[src/rtl/rsa_ctrl_pkg.sv]
// Shared constants for the UART-to-RSA command sequencer: FSM state codes,
// host command bytes and the response bytes returned to the host.
package rsa_ctrl_pkg;

    typedef logic [3:0] state_t;

    localparam state_t S_IDLE     = 4'd0;
    localparam state_t S_GET_E    = 4'd1;
    localparam state_t S_GET_D    = 4'd2;
    localparam state_t S_GET_N    = 4'd3;
    localparam state_t S_GET_MSG  = 4'd4;
    localparam state_t S_START    = 4'd5;
    localparam state_t S_WAIT_RSA = 4'd6;
    localparam state_t S_SEND     = 4'd7;
    localparam state_t S_HOLD     = 4'd8;

    localparam logic [7:0] CMD_KEY = 8'h4B;
    localparam logic [7:0] CMD_ENC = 8'h45;
    localparam logic [7:0] CMD_DEC = 8'h44;

    localparam logic [7:0] RSP_ACK  = 8'h41;
    localparam logic [7:0] RSP_BADN = 8'h4E;
    localparam logic [7:0] RSP_UNK  = 8'h3F;
    localparam logic [7:0] RSP_TMO  = 8'hEE;

endpackage

[src/rtl/rsa_ctrl_wdog.sv]
// Watchdog for the sequencer: reloads on clr, counts down while enabled and
// flags expiry once TIMEOUT_CYC-1 cycles have elapsed since the last reload.
module rsa_ctrl_wdog #(
    parameter int TIMEOUT_CYC = 25_000_000
) (
    input  logic clk,
    input  logic reset,
    input  logic clr,
    input  logic en,
    output logic expire
);

    localparam int CW = (TIMEOUT_CYC > 1) ? $clog2(TIMEOUT_CYC + 1) : 1;
    localparam logic [CW-1:0] LOAD = CW'(TIMEOUT_CYC - 1);

    logic [CW-1:0] cnt;

    always_ff @(posedge clk or posedge reset) begin
        if (reset) begin
            cnt <= '0;
        end else if (clr) begin
            cnt <= LOAD;
        end else if (en && (cnt != '0)) begin
            cnt <= cnt - CW'(1);
        end
    end

    assign expire = en && (cnt == '0);

endmodule

[src/rtl/rsa_uart_ctrl.sv]
// Byte-framed command sequencer between the UART pair and the RSA core:
// key load, encrypt and decrypt, one response byte per command.
module rsa_uart_ctrl
    import rsa_ctrl_pkg::*;
#(
    parameter int WIDTH_DEG   = 8,
    parameter int WIDTH_N     = 8,
    parameter int WIDTH_MSG_I = 8,
    parameter int WIDTH_MSG_O = WIDTH_N,
    parameter int TIMEOUT_CYC = 25_000_000,
    parameter int E_RST       = 7,
    parameter int D_RST       = 13,
    parameter int N_RST       = 33
) (
    input  logic                   clk,
    input  logic                   reset,
    input  logic                   rx_valid,
    input  logic [7:0]             rx_data,
    input  logic                   tx_busy,
    output logic                   tx_start,
    output logic [7:0]             tx_data,
    output logic                   rsa_start,
    output logic                   rsa_eORd,
    output logic [WIDTH_MSG_I-1:0] rsa_msg,
    output logic [WIDTH_DEG-1:0]   rsa_e,
    output logic [WIDTH_DEG-1:0]   rsa_d,
    output logic [WIDTH_N-1:0]     rsa_n,
    input  logic                   rsa_finish,
    input  logic [WIDTH_MSG_O-1:0] rsa_result,
    output logic                   busy,
    output logic                   overrun
);

    state_t               state;
    logic [WIDTH_DEG-1:0] sh_e;
    logic [WIDTH_DEG-1:0] sh_d;
    logic                 cmd_enc;
    logic [7:0]           rsp;
    logic                 in_get;
    logic                 wd_en;
    logic                 wd_clr;
    logic                 wd_exp;

    assign in_get = (state == S_GET_E) || (state == S_GET_D) ||
                    (state == S_GET_N) || (state == S_GET_MSG);
    assign wd_en  = in_get || (state == S_WAIT_RSA);
    // Held in reload outside watched states, so every state entry starts fresh.
    assign wd_clr = !wd_en || (in_get && rx_valid);
    assign busy   = (state != S_IDLE);

    rsa_ctrl_wdog #(
        .TIMEOUT_CYC(TIMEOUT_CYC)
    ) u_wdog (
        .clk   (clk),
        .reset (reset),
        .clr   (wd_clr),
        .en    (wd_en),
        .expire(wd_exp)
    );

    always_ff @(posedge clk or posedge reset) begin
        if (reset) begin
            state     <= S_IDLE;
            tx_start  <= 1'b0;
            tx_data   <= '0;
            rsa_start <= 1'b0;
            rsa_eORd  <= 1'b0;
            rsa_msg   <= '0;
            rsa_e     <= WIDTH_DEG'(E_RST);
            rsa_d     <= WIDTH_DEG'(D_RST);
            rsa_n     <= WIDTH_N'(N_RST);
            overrun   <= 1'b0;
            sh_e      <= '0;
            sh_d      <= '0;
            cmd_enc   <= 1'b0;
            rsp       <= '0;
        end else begin
            rsa_start <= 1'b0;
            tx_start  <= 1'b0;
            if (rx_valid && ((state == S_START) || (state == S_WAIT_RSA) ||
                             (state == S_SEND) || (state == S_HOLD))) begin
                overrun <= 1'b1;
            end
            case (state)
                S_IDLE: begin
                    if (rx_valid) begin
                        case (rx_data)
                            CMD_KEY: state <= S_GET_E;
                            CMD_ENC, CMD_DEC: begin
                                cmd_enc <= (rx_data == CMD_ENC);
                                state   <= S_GET_MSG;
                            end
                            default: begin
                                rsp   <= RSP_UNK;
                                state <= S_SEND;
                            end
                        endcase
                    end
                end
                S_GET_E: begin
                    if (rx_valid) begin
                        sh_e  <= rx_data[WIDTH_DEG-1:0];
                        state <= S_GET_D;
                    end else if (wd_exp) begin
                        state <= S_IDLE;
                    end
                end
                S_GET_D: begin
                    if (rx_valid) begin
                        sh_d  <= rx_data[WIDTH_DEG-1:0];
                        state <= S_GET_N;
                    end else if (wd_exp) begin
                        state <= S_IDLE;
                    end
                end
                S_GET_N: begin
                    // A modulus below 2 is rejected and the old key set stays live.
                    if (rx_valid) begin
                        if (rx_data[WIDTH_N-1:0] < WIDTH_N'(2)) begin
                            rsp <= RSP_BADN;
                        end else begin
                            rsa_e <= sh_e;
                            rsa_d <= sh_d;
                            rsa_n <= rx_data[WIDTH_N-1:0];
                            rsp   <= RSP_ACK;
                        end
                        state <= S_SEND;
                    end else if (wd_exp) begin
                        state <= S_IDLE;
                    end
                end
                S_GET_MSG: begin
                    if (rx_valid) begin
                        rsa_msg  <= rx_data[WIDTH_MSG_I-1:0];
                        rsa_eORd <= cmd_enc;
                        state    <= S_START;
                    end else if (wd_exp) begin
                        state <= S_IDLE;
                    end
                end
                S_START: begin
                    rsa_start <= 1'b1;
                    state     <= S_WAIT_RSA;
                end
                S_WAIT_RSA: begin
                    if (rsa_finish) begin
                        rsp   <= 8'(rsa_result);
                        state <= S_SEND;
                    end else if (wd_exp) begin
                        rsp   <= RSP_TMO;
                        state <= S_SEND;
                    end
                end
                S_SEND: begin
                    if (!tx_busy) begin
                        tx_start <= 1'b1;
                        tx_data  <= rsp;
                        state    <= S_HOLD;
                    end
                end
                S_HOLD:  state <= S_IDLE;
                default: state <= S_IDLE;
            endcase
        end
    end

endmodule

[config.mk]
export PLATFORM = sky130hd
export DESIGN_NAME = rsa_uart_ctrl
export DESIGN_NICKNAME = d
export VERILOG_FILES = /design/src/rtl/rsa_ctrl_pkg.sv /design/src/rtl/rsa_ctrl_wdog.sv /design/src/rtl/rsa_uart_ctrl.sv
export SDC_FILE = /design/constraint.sdc
export NUM_CORES = 1
export LEC_CHECK = 0
export CAP_MARGIN = 15
export CORE_MARGIN = 4
export CORE_UTILIZATION = 45
export CTS_CLUSTER_DIAMETER = 200
export DETAILED_ROUTE_END_ITERATION = 6
export PLACE_DENSITY = 0.68
export SLEW_MARGIN = 20
export SYNTH_ARGS = -nofsm -noshare
export SYNTH_HDL_FRONTEND = slang
export SYNTH_SLANG_ARGS = --single-unit
[constraint.sdc]
create_clock -name clk -period 5.7 [get_ports clk]
set_input_delay 0.57 -clock clk [delete_from_list [all_inputs] [get_ports clk]]
set_output_delay 0.57 -clock clk [all_outputs]
set_load 0.005 [all_outputs]
==> impl_metrics.csv, run 1 <==
group,metric,value,unit
synthesis,syn_area,4520,um2
placed_design,place_area,5280,um2
synthesis,seq_area_frac_synth,0.545,
worst_setup_path,crit_type,"reg2reg",
worst_setup_path,slowest_delay,0.71,ns
global_route,use_met1,0.226,
cts,ctsHoldBuffers,0,
timing,whs,0.509,ns
placed_design,gp_congestion,0.808,
global_route,grt_use_met2,0.275,
synthesis,synth_cell_types,58,
timing,tightest_slew,0.937,ns
cts,cts_resized,0,
worst_setup_path,cp-start-kind,"register",
route,final_antenna_net_count,0,
route,viasPerCell,5.48,
worst_setup_path,critPathSlowestCell,"or4_1",
worst_setup_path,crit_fanout,9,
route,wl_per_cell,16.4,um
die,die_h,108,um
cts,cts_num_sinks,98,
global_route,met3_usage,0.0597,
timing,rsz0062_at_grt,"false",
finish,final_common_cell,"dfrtp_1",
worst_setup_path,crit_path_end_kind,"register",
timing,finalMaxSlewViolations,0,
synthesis,synth.avg_cell_area,12.0,um2
power_and_ir_drop,finalPower,2590,uW
global_route,grt_max_degree,60,
synthesis,ys_seq_elements,98,
placed_design,portBuffers,65,
finish,fill_cells,852,
worst_setup_path,worstPathRequired,5.95,ns
timing,skew,0.0107,ns
power_and_ir_drop,peakVddDrop,310,uV
worst_setup_path,worstPathArrival,3.00,ns
die,rows,36,
finish,final_cell_mix,"dfrtp_1 (90), clkdlybuf4s50_1 (65), mux2_2 (58), nor2_1 (23), o21ai_0 (20)",
finish,drive_above_1_share,0.230,
finish,diodes,0,
hold_path,hp-class,"reg2reg",
timing,relSlewSlack,0.375,
synthesis,synth_edf_count,0,
synthesis,syn-instance-count,378,
power_and_ir_drop,leakagePower,0.00219,uW
cts,cts_made_buffers,9,
outcome,status,"finished clean",
cts,post_cts_buffers,0,
synthesis,syn_nets,401,
die,coreArea,9770,um2
synthesis,yosysWarnings,0,
route,vias,3140,
timing,tns,0,ns
timing,finalSetupViolCount,0,
global_route,grt_pass1_wl,15900,um
cts,cts_max_level,3,
finish,fin_area,5510,um2
route,drt-total-wl,9400,um
worst_setup_path,cp_cell_sequence,"or4_1 > nor4_4 > a211oi_2 > a31o_1 > mux2_4",
die,fp.dieW,108,um
timing,clock.fmax,363,MHz
job,drv_cap,0,
route,drc_errors,0,
die,initial_core_util,0.463,
worst_setup_path,cp_top_family,"simple AND/OR/NAND/NOR gates",
synthesis,ys.flop_type,"dfrtp_1",
route,dr.pass1.iters,4,
global_route,busiest_layer,"met2",
placed_design,hpwlAfterDp,6530,um
global_route,grt_pass1_vias,3184,
power_and_ir_drop,p_per_area,469,nW/um2
finish,nets,458,
cts,clockRootBuffer,"clkbuf_8",
cts,clk_latency,0.36,ns
timing,min_period,2.75,ns
cts,clk_pin_slew,0.10,ns
cts,clockBufferDepth,2,
finish,syn_to_final_growth,21.8,%
timing,period_share,0.483,
timing,hold_viol,0,
global_route,track_usage,0.172,
global_route,overflow,0,
worst_setup_path,path_buf_inv,0,
global_route,antenna_found_initial,0,
die,ios,66,
synthesis,synth-async-reset-ratio,1.00,
route,drtIter0Drc,160,
die,die-area,11700,um2
cts,cts_tree,"done",
[flip-flops by register name, indices dropped and copies added (netlist names)]
signal	cells
u_wdog.cnt	25
sh_d	8
state	4
rsp	8
rsa_n	8
rsa_eORd	1
sh_e	8
rsa_e	8
rsa_msg	8
rsa_start	1
rsa_d	8
tx_start	1
tx_data	8
cmd_enc	1
overrun	1
[worst reg2reg max path, stage by stage, from the launching register on]
cell and delay (ns):
dfrtp_1 0.44, or4_1 0.71, nor4_4 0.54, a211oi_2 0.21, a31o_1 0.39, mux2_4 0.35
[cells by family after synthesis]
group           share of synthesized area
flops                               0.545
simple gates                        0.135
fa+ha+maj                         0.00553
mux                                 0.167
compound gates                     0.0863
buf+inv                            0.0327
xor+xnor                           0.0291
[final timing paths]
kind	from	endpoint	slack, ns	depth (start not counted)
min reg2reg	overrun	overrun	0.51	1
max reg2reg	u_wdog.cnt[8]	rsp[4]	2.95	5
max in group asynchronous	reset	rsp[3]	4.03	3
max	u_wdog.cnt[8]	rsp[4]	2.95	5
min	overrun	overrun	0.51	1
min in group asynchronous	reset	rsa_start	0.58	2
[report_power, final]
| group | internal (uW) | total [uW] | switching [uW] |
|---|---|---|---|
| clock network | 274 | 514 | 240 |
| registers | 953 | 1110 | 158 |
| logic | 582 | 962 | 380 |
| total | 1810 | 2590 | 778 |
[area by class of cell]
class	count	area (um2)	share of cell area
inverters	13	51.3	0.00931
multi-input cells	246	1930	0.350
well taps	133	166	0.0302
flip-flops and latches	98	2460	0.447
clock inverters	5	82.6	0.0150
clock buffers	11	151	0.0275
repair buffers	67	666	0.121
[per-layer routing]
layer	up-vias	share of wire	routed length [um]
li1	1484	-	-
met1	1588	0.45	4190
met2	66	0.48	4550
met3	2	0.068	639
met4	0	0.0031	29
met5	-	0	0
[Yosys cell counts (all sizes together), types with 2 or more instances]
library cell | count | area (um2)
a2111oi | 3 | 27.5
a211oi | 5 | 42.5
a21o | 3 | 22.5
a21oi | 6 | 30.0
and2 | 2 | 12.5
buf | 5 | 38.8
clkbuf | 16 | 60.1
dfrtp | 90 | 2250
dfstp | 8 | 210
ha | 2 | 25.0
inv | 13 | 48.8
mux2 | 62 | 713
mux2i | 4 | 40.0
nand2 | 16 | 60.1
nand2b | 3 | 18.8
nand3 | 8 | 40.0
nand3b | 2 | 15.0
nand4 | 4 | 25.0
nand4b | 3 | 26.3
nor2 | 24 | 92.6
nor3 | 8 | 51.3
nor3b | 4 | 30.0
nor4 | 8 | 65.1
o211ai | 4 | 30.0
o21ai | 21 | 109
o31ai | 2 | 15.0
o41ai | 2 | 17.5
or2 | 3 | 18.8
or3 | 8 | 50.1
or4 | 9 | 71.3
xnor2 | 8 | 70.1
xor2 | 7 | 61.3
[stage by stage]
step	setup WS (ns)	util	cells
after floorplan	2.58	-	378
after CTS	2.95	0.564	573
after detailed placement	2.64	0.540	557
after global routing	2.80	0.564	573
final	2.95	0.564	573
after global placement	2.72	0.540	557
Note: power is estimated with default switching activity, not from simulation.
==> inputs of run 2 (changes only) <==
PLACE_DENSITY = 0.71   (was 0.68)
clock period = 2.3 ns   (was 5.7 ns; I/O delays follow)
==> run 2 against run 1 <==
Compared with the run above: the run now ends with negative setup slack left; die area unchanged; clock power up 110%; clock skew down 0.00051 ns; flip-flop and latch count unchanged; worst setup slack worse by 3.0 ns; cell count up 8.2%; non-clock buffer count up 46; fmax up 19%; sequential share of layout area down 2.7 points; worst hold slack worse by 0.17 ns; cell area up 6.4%; critical path type unchanged; critical endpoint is now u_wdog.cnt[11]; largest power group unchanged.
==> impl_metrics.csv, run 2 (synthesis results as in run 1) <==
group,metric,value,unit
worst_setup_path,crit_type,"reg2reg",
finish,final_common_cell,"dfrtp_1",
finish,seqCellArea,2460,um2
timing,finalWorstSetupSlack,-0.0145,ns
worst_setup_path,worstPathArrival,2.56,ns
cts,cts_tree,"done",
finish,final_util,0.600,
global_route,busiest_layer,"met2",
power_and_ir_drop,finalPower,6400,uW
worst_setup_path,r2r_start,"u_wdog.cnt[8]",
worst_setup_path,crit_fanout,8,
die,ios,66,
route,drt-total-wl,10000,um
cts,clockRootBuffer,"clkbuf_8",
job,drv_cap,0,
die,rows,36,
route,vias,3303,
timing,relSlewSlack,0.656,
power_and_ir_drop,leakagePower,0.00239,uW
placed_design,hpwlAfterDp,7060,um
timing,min_period,2.31,ns
timing,finalSetupViolCount,1,
worst_setup_path,rr_worst_depth,6,
timing,finalMaxSlewViolations,0,
finish,largest-register,"u_wdog.cnt",
global_route,grt_pass1_wl,16800,um
placed_design,gp_congestion,0.872,
global_route,met3_usage,0.0663,
finish,syn_to_final_growth,29.6,%
global_route,grt_use_met2,0.296,
global_route,grt_max_degree,99,
finish,drive_above_1_share,0.310,
timing,skew,0.0102,ns
power_and_ir_drop,p_per_area,1090,nW/um2
power_and_ir_drop,peakVddDrop,686,uV
placed_design,post-place-ws,-0.178,ns
die,die-area,11700,um2
timing,rsz0062_at_grt,"true",
finish,multi_input_area,1950,um2
cts,clk_latency,0.36,ns
hold_path,hp-class,"in2async",
global_route,use_met1,0.233,
global_route,track_usage,0.181,
route,wl_per_cell,16.1,um
global_route,grt_pass1_vias,3413,
cts,cts_num_sinks,98,
timing,hold_viol,0,
global_route,overflow,0,
timing,tightest_slew,0.517,ns
finish,final_cell_mix,"dfrtp_1 (90), clkdlybuf4s50_1 (65), mux2_2 (58), buf_4 (44), nor2_1 (23)",
worst_setup_path,ff2ff_setup_slack,-0.01,ns
finish,largest_reg_flops,25,
die,fp.dieW,108,um
route,viasPerCell,5.33,
timing,period_share,1.01,
timing,clock.fmax,432,MHz
cts,cts_max_level,3,
cts,cts_made_buffers,9,
die,die_h,108,um
worst_setup_path,worstPathRequired,2.54,ns
die,initial_core_util,0.463,
finish,fill_cells,842,
route,drtIter0Drc,215,
finish,nets,505,
route,dr.pass1.iters,4,
route,drc_errors,0,
cts,clockBufferDepth,2,
outcome,violations,"negative setup slack",
cts,clk_pin_slew,0.10,ns
worst_setup_path,cp-start-kind,"register",
placed_design,portBuffers,65,
worst_setup_path,crit_path_end_kind,"register",
worst_setup_path,r2r_end,"u_wdog.cnt[11]",
die,coreArea,9770,um2
finish,diodes,0,
global_route,antenna_found_initial,0,
route,final_antenna_net_count,0,
outcome,status,"finished, violations left",
[run 2: cell types whose count changed in the layout (fill, tap and decap cells not counted), moves of 2 or more]
cell        change
buf_12          +2
buf_4          +42
buf_6           +2
bufinv_16       -2
clkbuf_8        -2
clkinvlp_4      +3
inv_8           +2
or4_4           +2
[run 2: layer usage]
layer / up-vias / routed length, um
li1: 1576 / -
met1: 1647 / 4430
met2: 78 / 4920
met3: 2 / 624
met4: 0 / 33
met5: - / 0
[run 2: through the flow]
stage / hold slack (ns) / area [um2] / cells / TNS (ns)
floorplan: 0.300 / 4550 / 378 / -0.160
global placement: 0.444 / 5640 / 602 / -1.03
finish: 0.334 / 5860 / 620 / -0.0145
global route: 0.402 / 5860 / 620 / -0.617
detailed placement: 0.447 / 5640 / 602 / -1.16
CTS: 0.372 / 5830 / 618 / -0.0215
[run 2: worst max-delay path by stage]
stage | start | to | slack, ns | cells after the start
floorplan | u_wdog.cnt[3] | u_wdog.cnt[24] | -0.03 | 7
global route | u_wdog.cnt[8] | u_wdog.cnt[11] | -0.12 | 6
global placement | rx_data[5] | rsp[4] | -0.16 | 7
finish | u_wdog.cnt[8] | u_wdog.cnt[11] | -0.01 | 6
detailed placement | rx_data[5] | rsp[2] | -0.18 | 8
CTS | u_wdog.cnt[8] | u_wdog.cnt[11] | -0.02 | 6
[run 2: repair_timing]
item                                    CTS  global route
hold endpoints to repair                  0             0
hold buffers                              0             0
gates resized for setup                   2             4
pin swaps                                 4             7
setup buffers                             0             1
endpoints found under the setup margin    5            15
cloned                                    0             1
[run 2: worst max-delay path, cell delays in order, from the launching register on]
cell and delay, ns:
dfrtp_1 0.38, or4_1 0.53, buf_6 0.16, or4_4 0.57, o211ai_1 0.33, or3_1 0.16, nand3_1 0.07
[run 2: area by class of cell]
class / instances / area share
Inverter: 13 / 0.00896
Clock buffer: 10 / 0.0218
Sequential cell: 98 / 0.420
Timing Repair Buffer: 113 / 0.178
Multi-Input combinational cell: 247 / 0.333
Clock inverter: 6 / 0.00939
Tap cell: 133 / 0.0284
[run 2: power by group]
group          total (uW)  switching [uW]  leakage (uW)  internal, uW
Sequential           2670             304       0.00112          2360
Clock                1060             647     0.0000873           417
Combinational        2670            1060       0.00118          1610
